`config.mk`:
```
export PLATFORM = sky130hd
export DESIGN_NAME = periodic_tx_sched
export DESIGN_NICKNAME = d
export VERILOG_FILES = /design/src/rtl/periodic_tx_sched.sv
export SDC_FILE = /design/constraint.sdc
export NUM_CORES = 1
export LEC_CHECK = 0
export ABC_AREA = 1
export BUFFER_PORTS_ARGS = -buffer_cell sky130_fd_sc_hd__clkbuf_2
export CORE_MARGIN = 1.5
export CORE_UTILIZATION = 34
export CTS_CLUSTER_SIZE = 10
export DETAILED_ROUTE_END_ITERATION = 12
export PLACE_DENSITY = 0.51
export SETUP_SLACK_MARGIN = 0.1
export SYNTH_ARGS = -nofsm -noshare
export SYNTH_HDL_FRONTEND = slang
export SYNTH_SLANG_ARGS = --single-unit
```
`constraint.sdc`:
```
create_clock -name tx_clk -period 2.1 [get_ports tx_clk]
set_clock_uncertainty 0.05 [all_clocks]
set_input_delay 0.42 -clock tx_clk [delete_from_list [all_inputs] [get_ports tx_clk]]
set_output_delay 0.42 -clock tx_clk [all_outputs]
set_load 0.01 [all_outputs]
```
`src/rtl/periodic_tx_sched.sv`:
```
// Periodic transmit scheduler: turns each timer tick into one ARP or UDP
// transmit request with start/done handshake, watchdog and drop statistics.
module periodic_tx_sched #(
    parameter int unsigned TIMEOUT_CYC = 65535,
    parameter int unsigned SEQ_W       = 16
) (
    input  logic             tx_clk,
    input  logic             rst_n,
    input  logic             timer_pulse,
    input  logic             enable,
    input  logic             arp_valid,
    output logic             arp_req,
    input  logic             arp_tx_done,
    output logic             udp_req,
    output logic [SEQ_W-1:0] udp_seq,
    input  logic             udp_tx_done,
    output logic             busy,
    input  logic             clr_stats,
    output logic [7:0]       drop_cnt,
    output logic             timeout_err
);

    typedef enum logic [2:0] {
        IDLE     = 3'd0,
        ARP_REQ  = 3'd1,
        ARP_WAIT = 3'd2,
        UDP_REQ  = 3'd3,
        UDP_WAIT = 3'd4
    } state_t;

    localparam logic [15:0] WD_LAST = 16'(TIMEOUT_CYC - 1);

    state_t      state;
    logic [15:0] wd_cnt;
    logic        wd_hit;
    logic        tick_drop;

    function automatic logic [7:0] sat_inc8(input logic [7:0] v);
        return (v == 8'hFF) ? v : v + 8'd1;
    endfunction

    assign wd_hit    = (wd_cnt == WD_LAST);
    assign tick_drop = timer_pulse && (state != IDLE);

    // Request strobes and timeout_err default low so each is a single-cycle pulse.
    always_ff @(posedge tx_clk or negedge rst_n) begin
        if (!rst_n) begin
            state       <= IDLE;
            arp_req     <= 1'b0;
            udp_req     <= 1'b0;
            timeout_err <= 1'b0;
            busy        <= 1'b0;
            udp_seq     <= '0;
            wd_cnt      <= '0;
        end else begin
            arp_req     <= 1'b0;
            udp_req     <= 1'b0;
            timeout_err <= 1'b0;
            case (state)
                IDLE: begin
                    if (timer_pulse && enable) begin
                        busy <= 1'b1;
                        if (arp_valid) begin
                            state   <= UDP_REQ;
                            udp_req <= 1'b1;
                        end else begin
                            state   <= ARP_REQ;
                            arp_req <= 1'b1;
                        end
                    end
                end
                ARP_REQ: begin
                    state  <= ARP_WAIT;
                    wd_cnt <= '0;
                end
                UDP_REQ: begin
                    state  <= UDP_WAIT;
                    wd_cnt <= '0;
                end
                ARP_WAIT: begin
                    if (arp_tx_done) begin
                        state <= IDLE;
                        busy  <= 1'b0;
                    end else if (wd_hit) begin
                        state       <= IDLE;
                        busy        <= 1'b0;
                        timeout_err <= 1'b1;
                    end else begin
                        wd_cnt <= wd_cnt + 16'd1;
                    end
                end
                UDP_WAIT: begin
                    // A done strobe on the threshold cycle still counts as success.
                    if (udp_tx_done) begin
                        state   <= IDLE;
                        busy    <= 1'b0;
                        udp_seq <= udp_seq + SEQ_W'(1);
                    end else if (wd_hit) begin
                        state       <= IDLE;
                        busy        <= 1'b0;
                        timeout_err <= 1'b1;
                    end else begin
                        wd_cnt <= wd_cnt + 16'd1;
                    end
                end
                default: begin
                    state <= IDLE;
                    busy  <= 1'b0;
                end
            endcase
        end
    end

    // Ticks arriving outside IDLE (including the done cycle) are dropped and counted.
    always_ff @(posedge tx_clk or negedge rst_n) begin
        if (!rst_n) begin
            drop_cnt <= '0;
        end else if (clr_stats) begin
            drop_cnt <= '0;
        end else if (tick_drop) begin
            drop_cnt <= sat_inc8(drop_cnt);
        end
    end

endmodule

```
Yosys cells after proc, flatten, opt, wreduce, memory -nomap -nowiden --
Cells that the tools add are included.
Word-level totals: input port bits 8, memories 0, latch bits 0, ROM bits 0, flip-flop bits (word level) 47, memory bits (writable) 0
Operators by class: divide/modulo/power cells 0, equality and inequality tests 10, reduce and logical (&&, ||, !) cells 11, bitwise logic cells 1, order comparisons 0, add/sub/neg operators 3, mux-type cells 28, shifts and indexed selects 0, $mul 0
Operator list (number):
- $mux W16 | 3
- $pmux W16 S3 | 1
- $add A16 B1 Y16 const B | 2
- $mux W8 | 3
- $eq A16 B16 Y1 const B | 1
- $pmux W3 S5 | 1
- $mux W1 | 13
- $mux W3 | 4
- $add A8 B1 Y8 const B | 1
- $eq A8 B8 Y1 const B | 1
- $ne A2 B2 Y1 const B | 4
- $eq A3 B2 Y1 const B | 2
- $reduce_and A2 Y1 | 3
- $reduce_bool A3 Y1 | 2
- $pmux W1 S4 | 1
- $eq A3 B1 Y1 const B | 1
- $eq A3 B3 Y1 const B | 1
- $logic_not A3 Y1 | 1
- $reduce_and A3 Y1 | 1
- $logic_and A1 B1 Y1 | 2
- $mux W2 | 1
- $pmux W1 S2 | 1
- $reduce_bool A2 Y1 | 1
- $reduce_or A2 Y1 | 1
- $not A1 Y1 | 1

Longest topological paths before layout --
Gate-level depths: netlist of run 1.
depth after elaboration 4, gate-level depth with buffers 11, depth with buffers taken out 11

Worst setup path after synthesis of run 1 --
Ideal clock, no wire load.
path type reg-to-reg, start register wd_cnt[0], end register wd_cnt[10], period minus slack after synthesis 1500 ps, slack 600 ps, data required time 1924 ps, data arrival time 1323 ps, library setup time 126 ps, stages on the path, launching flop included 11, path through dfrtp_1 inv_1 ha_1 nand2_1 nor2_1 nand2_1 nor2_2 nand2_1 nand2_4 buf_6 o21ai_0
Between the ends: word-level cells in the longest chain between the ends 4, elaborated cells on any way between the ends 6, those cells by class add/sub (1); eq/ne (1); mux (4)
RTL lines:
- start, declared | line 34 | logic [15:0] wd_cnt;
- start signal, assigned | line 89 | wd_cnt <= wd_cnt + 16'd1;
- start signal, assigned | line 103 | wd_cnt <= wd_cnt + 16'd1;
- $add A16 B1 Y16 or $eq A16 B16 Y1 (tied branches) | line 89, 103, 42
- $mux W16 * | line 84, 98
- $mux W16 (on tied branches) | line 94, 81
- $pmux W16 S3 * | line 59 | case (state)
Mark *: on every way between the ends. The rest lies on a longest branch, timed or not. The select of a mux whose other input is x is not followed. A chain may end at the register's enable or synchronous reset.

Worst setup path in the final report of run 1 --
start register wd_cnt[0], end register wd_cnt[8]
The elaborated chain is that of the path after synthesis.

==> results of run 1 <==
[cell type report]
type	count	share of cell area, %
Timing Repair Buffer	38	6.81
Sequential cell	47	38.1
Clock buffer	7	2.80
Multi-Input combinational cell	256	41.9
Clock inverter	1	0.284
Inverter	49	5.96
Tap cell	102	4.13
[layout by cell type (no fill, tap or decap), drive strengths merged, types with 2 or more instances in the layout]
master	synthesis	routed
nand2	113	114
inv	49	49
dfrtp	47	47
clkbuf	1	42
nor2	37	37
nand3	34	34
o21ai	22	22
xor2	19	19
nand4	12	12
nor3	7	7
ha	4	4
buf	2	3
xnor2	2	2
[worst register-to-register path: stages, from the launching register on]
cell and delay [ps]:
dfrtp_1 450, inv_1 110, ha_1 140, nand2_1 50, nor2_1 80, nand2_1 70, nor2_2 170, nand2_2 150
nand2_8 130, inv_1 100, nand2_1 70, nand2_1 50
[state kept, by name, summed over array words and instances, names as in the netlist]
register / flops
busy: 1
udp_seq: 16
timeout_err: 1
udp_req: 1
arp_req: 1
drop_cnt: 8
state: 3
wd_cnt: 16
[how the worst min path moves through the flow]
stage	from	cells after the start	slack, ps	end
final	rst_n	1	40	udp_seq[7]
after global placement	rst_n	1	390	udp_seq[2]
after global routing	rst_n	1	70	udp_seq[7]
after floorplan	rst_n	0	70	arp_req
after CTS	rst_n	1	60	udp_seq[7]
after detailed placement	rst_n	1	390	udp_seq[3]
[metrics by stage]
stage / std cells / setup WS [ps] / total power [mW]
detailed placement: 491 / 263 / 1.87
global placement: 491 / 318 / 1.86
floorplan: 354 / 600 / 1.65
CTS: 499 / 253 / 2.47
finish: 500 / 386 / 2.47
global route: 500 / 123 / 2.67
[repair_timing]
item | in CTS | in global routing
hold buffers | 0 | 0
setup endpoints to repair | 0 | 5
gates resized for setup | 0 | 2
[layer usage]
layer	share of wire, %	global-route usage [%]	vias to the layer above
met1	49	19.2	1059
met2	46	24.7	35
met5	0	0	-
met3	3.2	3.27	6
li1	-	-	1208
met4	1.2	4.30	0
[power groups by stage]
stage	registers, mW	logic [mW]	clock network [mW]
6_report	1.13	0.752	0.584
5_1_grt	1.16	0.870	0.644
4_1_cts	1.14	0.715	0.616
3_5_place_dp	1.15	0.711	0
3_3_place_gp	1.15	0.708	0
2_1_floorplan	1.16	0.494	0
[cell families (layout without fill, tap and decap cells)]
family,after synthesis,after routing,share of synthesized area [%]
buffers and inverters,52,95,7.91
adders and majority gates,4,4,1.88
xor gates and xnor gates,21,21,6.92
AOI/OAI and AO/OA,27,27,5.84
DFF,47,47,44.2
and+or+nand+nor,203,204,33.2
==> reports/metrics.yaml, run 1 <==
core_mm2: 0.00765
hpwlAfterDp_um: 4110
yosysTopAreaCellShare_pct: 44.2
wire_per_inst_um: 11.3
dieWidth_um: 91.4
syn_avg_cell_area_um2: 7.51
combPwrFrac_pct: 30.5
clock_latency_ps: 300
critPathArrivalTime_ps: 1860
viasPerCell: 4.62
die_h_um: 91.4
seq_area_mm2: 0.00118
grt_pass1_vias: 2180
path_clk_slew_ps: 90
setup_violations: 0
reg2reg_to: "wd_cnt[8]"
grt_max_degree: 28
sw_frac_of_total_pct: 38.1
critical_path_class: "flop to flop"
yosysMostFrequentCell: "nand2_1"
track_usage_pct: 14.8
routed_wl_um: 5650
cts_tree: "built"
synth-seq-cells: 47
syn_area_mm2: 0.00266
synth_edf_count: 0
drv_slew: 0
p_per_area_mw_per_mm2: 799
startpoint_type: "flop"
hp-class: "primary input to async pin"
leakage_nw: 1.56
rows: 32
synth_nets: 366
cp_max_fo: 14
port_buffers: 35
crit_buf_inv: 2
status: "finished clean"
antenna_found_initial: 0
cts_setup_buffers: 0
nets: 409
place_congestion: 0.778
worstSetupEndpoint: "wd_cnt[8]"
setup-tns-final_ps: 0
via_count: 2308
netlist_top_cells_area: "dfrtp_1, nand2_1, inv_1, xor2_1, nand3_1"
switching_power_uw: 941
clkPwrFrac_pct: 23.7
reg2regPathDepth: 11
drt_iter0_drc: 113
antenna_cells: 0
timing.critical_path.mode_cell: "nand2_1"
fmax_mhz: 584
critPathRequiredTime_ps: 2250
drive_gt1_share_pct: 14.8
cp-end-kind: "flop"
cap_viol_max_count: 0
yosysTopAreaCell: "dfrtp_1"
ys.flop_type: "dfrtp_1"
worst_slew_pin_slew_ps: 546
initial_core_util_pct: 34.8
ys_seq_area_share_pct: 44.2
rrSetupSlack_ps: 390
drtAntennaViolNets: 0
n_fill_cell: 815
synth_cell_type_count: 24
internal_power_mw: 1.53
cts.sinks: 47
root_buffer: "clkbuf_8"
cts_buffer_depth: 2
gr-total-overflow: 0
dieArea_mm2: 0.00836
grt_pass1_wl_um: 10000
slew_headroom_pct: 63.6
ys_top_cells_by_count: "nand2_1, inv_1, dfrtp_1"
crit_start: "wd_cnt[0]"
layout_min_cycle_time_ps: 1710
crit_cells: 11
seqPwrFrac_pct: 45.9
synthCells: 354
ios: 36
ir_drop_mv: 0.358
holdWs_ps: 39.1
finalCritPeriodShare_pct: 81.6
r2r_start: "wd_cnt[0]"
cp_slowest_cell: "dfrtp_1"
ys.warnings.count: 0
post-route-util_pct: 40.4
cts_max_level: 2
worstPathCellList: "inv_1 > ha_1 > nand2_1 > nor2_1 > nand2_1 > nor2_2 > nand2_2 > nand2_8 > inv_1 > nand2_1 > nand2_1"
area_delta_synth_final_pct: 16.1
synthArstFlopShare_pct: 100
placed_area_mm2: 0.00297
cts-buffers-inserted: 5
first_pass_iters: 4
hold_viol_final: 0
drcViolationCount: 0
path_delay_family: "simple AND/OR/NAND/NOR gates"
multi_input_area_mm2: 0.00129
slowest_delay_ps: 450
rsz0062_at_grt: "no"
finish.instance_area_mm2: 0.00309
Note: power is estimated with default switching activity, not from simulation.
==> run 2: changes to the inputs <==
Clock period 2.1 ns to 1.7 ns, I/O delays scaled along.
==> reports/metrics.yaml, run 2 (same netlist as run 1, synthesis figures left out) <==
internal_power_mw: 2.25  # +48%
drtAntennaViolNets: 0  # unchanged
initial_core_util_pct: 34.8  # unchanged
finish.instance_area_mm2: 0.00340  # +10%
sw_frac_of_total_pct: 36.5  # -1.7 points
cts-buffers-inserted: 5  # unchanged
cts_tree: "built"
grt_pass1_vias: 2208  # +1.3%
critPathRequiredTime_ps: 1870  # -380 ps
dieWidth_um: 91.4  # unchanged
fmax_mhz: 631  # +8.2%
cap_viol_max_count: 0  # unchanged
leakage_nw: 1.70  # +8.9%
ir_drop_mv: 0.465  # +30%
root_buffer: "clkbuf_8"
slowest_delay_ps: 460  # about the same
slew_headroom_pct: 77.6  # +14 points
drv_slew: 0  # unchanged
critPathArrivalTime_ps: 1760  # -100 ps
switching_power_mw: 1.29  # +37%
area_delta_synth_final_pct: 28.0
setup_violations: 0  # unchanged
port_buffers: 35  # unchanged
clkPwrFrac_pct: 24.2  # +0.5 points
drive_gt1_share_pct: 24.9  # +10 points
layout_min_cycle_time_ps: 1580  # -130 ps
seqPwrFrac_pct: 39.7  # -6.2 points
antenna_cells: 0  # unchanged
layout_common_cells: "nand2_1, inv_1, dfrtp_1"
track_usage_pct: 14.9  # +0.026 points
die_h_um: 91.4  # unchanged
path_delay_family: "simple AND/OR/NAND/NOR gates"
nets: 433  # +5.9%
cts_max_level: 2  # unchanged
hpwlAfterDp_um: 4230  # +2.8%
worst_slew_pin_slew_ps: 332  # -214 ps
first_pass_iters: 4  # unchanged
path_clk_slew_ps: 100  # about the same
placed_area_mm2: 0.00309  # +3.9%
via_count: 2368  # +2.6%
core_mm2: 0.00765  # unchanged
finalCritPeriodShare_pct: 93.2  # +12 points
cp_slowest_cell: "dfrtp_2"
cp-end-kind: "flop"
hp-class: "primary input to flop"
status: "finished clean"
clock_latency_ps: 310  # about the same
routed_wl_um: 5980  # +5.9%
grt_max_degree: 48  # +71%
worstPathCellList: "inv_2 > ha_4 > nand2_2 > nor2_1 > nand2_1 > nor2_2 > nand2_2 > nand2_4 > clkbuf_16 > nand2_1 > o21ai_0"
crit_buf_inv: 2  # unchanged
rows: 32  # unchanged
combPwrFrac_pct: 36.1  # +5.6 points
startpoint_type: "flop"
cts_buffer_depth: 2  # unchanged
hold_viol_final: 0  # unchanged
wire_per_inst_um: 11.4  # +1.0%
top_regs: "udp_seq: 16 flops, wd_cnt: 16 flops, drop_cnt: 8 flops"
mostFrequentLayoutCell: "nand2_1"
dieArea_mm2: 0.00836  # unchanged
rsz0062_at_grt: "yes"
viasPerCell: 4.52  # -2.1%
drcViolationCount: 0  # unchanged
grt_pass1_wl_um: 9940  # -0.69%
drt_iter0_drc: 113  # unchanged
cp_max_fo: 7  # -7
critical_path_class: "flop to flop"
cts.sinks: 47  # unchanged
antenna_found_initial: 0  # unchanged
setup-tns-final_ps: 0  # unchanged
gr-total-overflow: 0  # unchanged
ios: 36  # unchanged
p_per_area_mw_per_mm2: 1040  # +30%
place_congestion: 0.768  # -1.3%
run 2: cell types whose count changed in the layout (fill, tap and decap cells not counted), sizes merged:
| cell | previous run | this run |
|---|---|---|
| clkinvlp | 0 | 2 |
| clkbuf | 42 | 41 |
| nand2 | 114 | 113 |
| buf | 3 | 25 |
| bufinv | 0 | 1 |
| dlygate4sd3 | 0 | 1 |
| inv | 49 | 50 |
| clkinv | 1 | 0 |
run 2: final cells by class:
class / instances / area, um^2
sequential: 47 / 1180
clock buffer: 5 / 68.8
inverter: 49 / 186
timing repair buffer: 62 / 435
multi-input combinational: 255 / 1350
timing repair inverter: 1 / 7.51
tap: 102 / 128
fill: 797 / 4250
clock inverter: 3 / 46.3
run 2: power groups by stage:
stage	Sequential [mW]	Combinational, mW	Clock [mW]
floorplan	1.43	0.610	0
global placement	1.42	1.04	0
detailed placement	1.42	1.04	0
CTS	1.40	1.06	0.889
global route	1.43	1.43	0.942
finish	1.41	1.28	0.857
run 2: worst register-to-register path, cell delays in order (launching register included):
cell and delay [ps]:
dfrtp_2 460, inv_2 90, ha_4 120, nand2_2 40, nor2_1 90, nand2_1 70
nor2_2 110, nand2_2 80, nand2_4 120, clkbuf_16 170, nand2_1 50, o21ai_0 60
run 2: what timing repair did:
item                                   in CTS  in global routing
gates resized for setup                     3                 33
hold buffers                                1                  0
setup buffers                               0                 10
endpoints found under the hold margin      47                  0
setup endpoints to repair                   8                 28
gates cloned                                0                  2
pin swaps                                   0                 12
run 2: path summary, 6_finish.rpt:
path | start | endpoint | slack (ps) | cells after the start
max | wd_cnt[0] | wd_cnt[1] | 120 | 11
min | arp_valid | arp_req | 170 | 2
max reg2reg | wd_cnt[0] | wd_cnt[1] | 120 | 11
min reg2reg | udp_seq[3] | udp_seq[3] | 480 | 1
max in group asynchronous | rst_n | wd_cnt[0] | 850 | 3
min in group asynchronous | rst_n | udp_seq[12] | 500 | 3
run 2: routing by layer:
layer  track usage, %  up-vias  share of wire [%]
li1                 -     1254                  -
met1             19.2     1076                 49
met2             24.6       36                 48
met3             3.35        2                2.9
met4             4.69        0               0.64
met5                0        -                  0
run 2: through the flow:
step           hold WS (ps)  std cells  util [%]  power, mW  setup WS (ps)
2_1_floorplan         -5.59        354         -       2.04            200
3_3_place_gp            309        503      40.3       2.45           73.2
3_5_place_dp            306        503      40.3       2.46           34.4
4_1_cts                 165        512      42.1       3.35            107
5_1_grt                 145        524      44.5       3.80           6.96
6_report                171        524      44.5       3.55            116
==> run 3: changes to the inputs <==
Settings changed: RECOVER_POWER from default to 50.
==> reports/metrics.yaml, run 3 (same netlist as run 1, synthesis figures left out) <==
status: "finished clean"
worst_slew_pin_slew_ps: 664  # +332 ps
critPathArrivalTime_ps: 1760  # about the same
highest_layer: "met4"
critPathRequiredTime_ps: 1880  # about the same
cp_max_fo: 7  # unchanged
drt_iter0_drc: 107  # -5.3%
dieArea_mm2: 0.00836  # unchanged
grt_pass1_vias: 2208  # unchanged
critical_path_class: "flop to flop"
cts-buffers-inserted: 5  # unchanged
path_clk_slew_ps: 100  # about the same
finish.instance_area_mm2: 0.00337  # -0.88%
top_regs: "udp_seq: 16 flops, wd_cnt: 16 flops, drop_cnt: 8 flops"
dieWidth_um: 91.4  # unchanged
cts_buffer_depth: 2  # unchanged
startpoint_type: "flop"
cts_tree: "built"
stdcell_count: 524  # unchanged
ios: 36  # unchanged
dp.cells: 503  # unchanged
drv_slew: 0  # unchanged
root_buffer: "clkbuf_8"
place_congestion: 0.768  # unchanged
grt_pass1_wl_um: 9940  # unchanged
hold_viol_final: 0  # unchanged
finalCritPeriodShare_pct: 93.2  # about the same
antenna_cells: 0  # unchanged
placed_area_mm2: 0.00309  # unchanged
routed_wl_um: 6000  # +0.40%
drive_gt1_share_pct: 22.0  # -2.8 points
hpwlAfterDp_um: 4230  # unchanged
core_mm2: 0.00765  # unchanged
wire_per_inst_um: 11.5  # +0.40%
gr-total-overflow: 0  # unchanged
sw_frac_of_total_pct: 36.7  # +0.21 points
power.total_mw: 3.52  # -0.66%
drcViolationCount: 0  # unchanged
mostFrequentLayoutCell: "nand2_1"
antenna_found_initial: 0  # unchanged
initial_core_util_pct: 34.8  # unchanged
met2_length_um: 2850  # +0.25%
cap_viol_max_count: 0  # unchanged
setup_violations: 0  # unchanged
internal_power_mw: 2.23  # -0.99%
leakage_nw: 1.66  # -2.5%
fmax_mhz: 631  # about the same
rows: 32  # unchanged
first_pass_iters: 4  # unchanged
via_count: 2373  # +0.21%
slew_headroom_pct: 55.7  # -22 points
cts_max_level: 2  # unchanged
layout_min_cycle_time_ps: 1580  # +0.219 ps
combPwrFrac_pct: 35.7  # -0.4 points
grt_max_degree: 48  # unchanged
holdWs_ps: 176  # +5.11 ps
track_usage_pct: 14.9  # unchanged
setup-tns-final_ps: 0  # unchanged
rsz0062_at_grt: "yes"
viasPerCell: 4.53  # +0.21%
ir_drop_mv: 0.464  # -0.13%
area_delta_synth_final_pct: 26.8
hp-class: "primary input to flop"
p_per_area_mw_per_mm2: 1050  # +0.22%
drt-met1-wl_um: 2930  # +0.27%
drtAntennaViolNets: 0  # unchanged
dr_wl_met3_um: 178  # +4.1%
seqPwrFrac_pct: 40.0  # +0.3 points
switching_power_mw: 1.29  # about the same
layout_common_cells: "nand2_1, inv_1, dfrtp_1"
clkPwrFrac_pct: 24.3  # about the same
port_buffers: 35  # unchanged
die_h_um: 91.4  # unchanged
nets: 433  # unchanged
cts.sinks: 47  # unchanged
clock_latency_ps: 310  # about the same
cp-end-kind: "flop"
-- run 3: layer usage --
metal | vias up | GRT usage [%]
li1 | 1254 | -
met1 | 1079 | 19.2
met2 | 38 | 24.6
met3 | 2 | 3.35
met4 | 0 | 4.69
met5 | - | 0
-- run 3: critical path, stage by stage (launching register included) --
cell and delay [ps]:
dfrtp_2 460, inv_2 90, ha_4 120, nand2_2 40, nor2_1 90, nand2_1 70, nor2_2 110, nand2_2 80
nand2_4 120, clkbuf_16 170, nand2_1 50, o21ai_0 60
-- run 3: final timing paths --
path                                  from  slack [ps]  cells past startpoint     endpoint
worst min-delay path             arp_valid         180                      2      arp_req
min in group asynchronous            rst_n         660                      3  udp_seq[12]
worst min register to register  udp_seq[3]         480                      1   udp_seq[3]
max in group asynchronous            rst_n         460                      3    wd_cnt[0]
worst max register to register   wd_cnt[0]         120                     11    wd_cnt[1]
worst max-delay path             wd_cnt[0]         120                     11    wd_cnt[1]
-- run 3: final cells by class --
type	count	area [um^2]
tap	102	128
timing repair inverter	1	7.51
multi-input combinational	255	1350
inverter	49	186
sequential	47	1180
timing repair buffer	62	405
fill	804	4280
clock inverter	3	46.3
clock buffer	5	68.8
-- run 3: what timing repair did --
| action | in CTS | in global routing |
|---|---|---|
| endpoints found under the hold margin | 47 | 0 |
| gates resized for setup | 3 | 33 |
| buffers inserted | 0 | 10 |
| pin swaps | 0 | 12 |
| endpoints found under the setup margin | 8 | 28 |
| gates cloned | 0 | 2 |
| hold buffers | 1 | 0 |
-- run 3: stage by stage --
step                      utilization [%]  setup slack, ps
after floorplan                         -              200
after global placement               40.3             73.2
after detailed placement             40.3             34.4
after CTS                            42.1              107
after global routing                 44.1             6.96
final                                44.1              116
-- run 3: power by group through the flow --
stage	Combinational, mW	Clock (mW)	Sequential, mW
2_1_floorplan	0.610	0	1.43
3_3_place_gp	1.04	0	1.42
3_5_place_dp	1.04	0	1.42
4_1_cts	1.06	0.889	1.40
5_1_grt	1.41	0.942	1.43
6_report	1.26	0.857	1.41
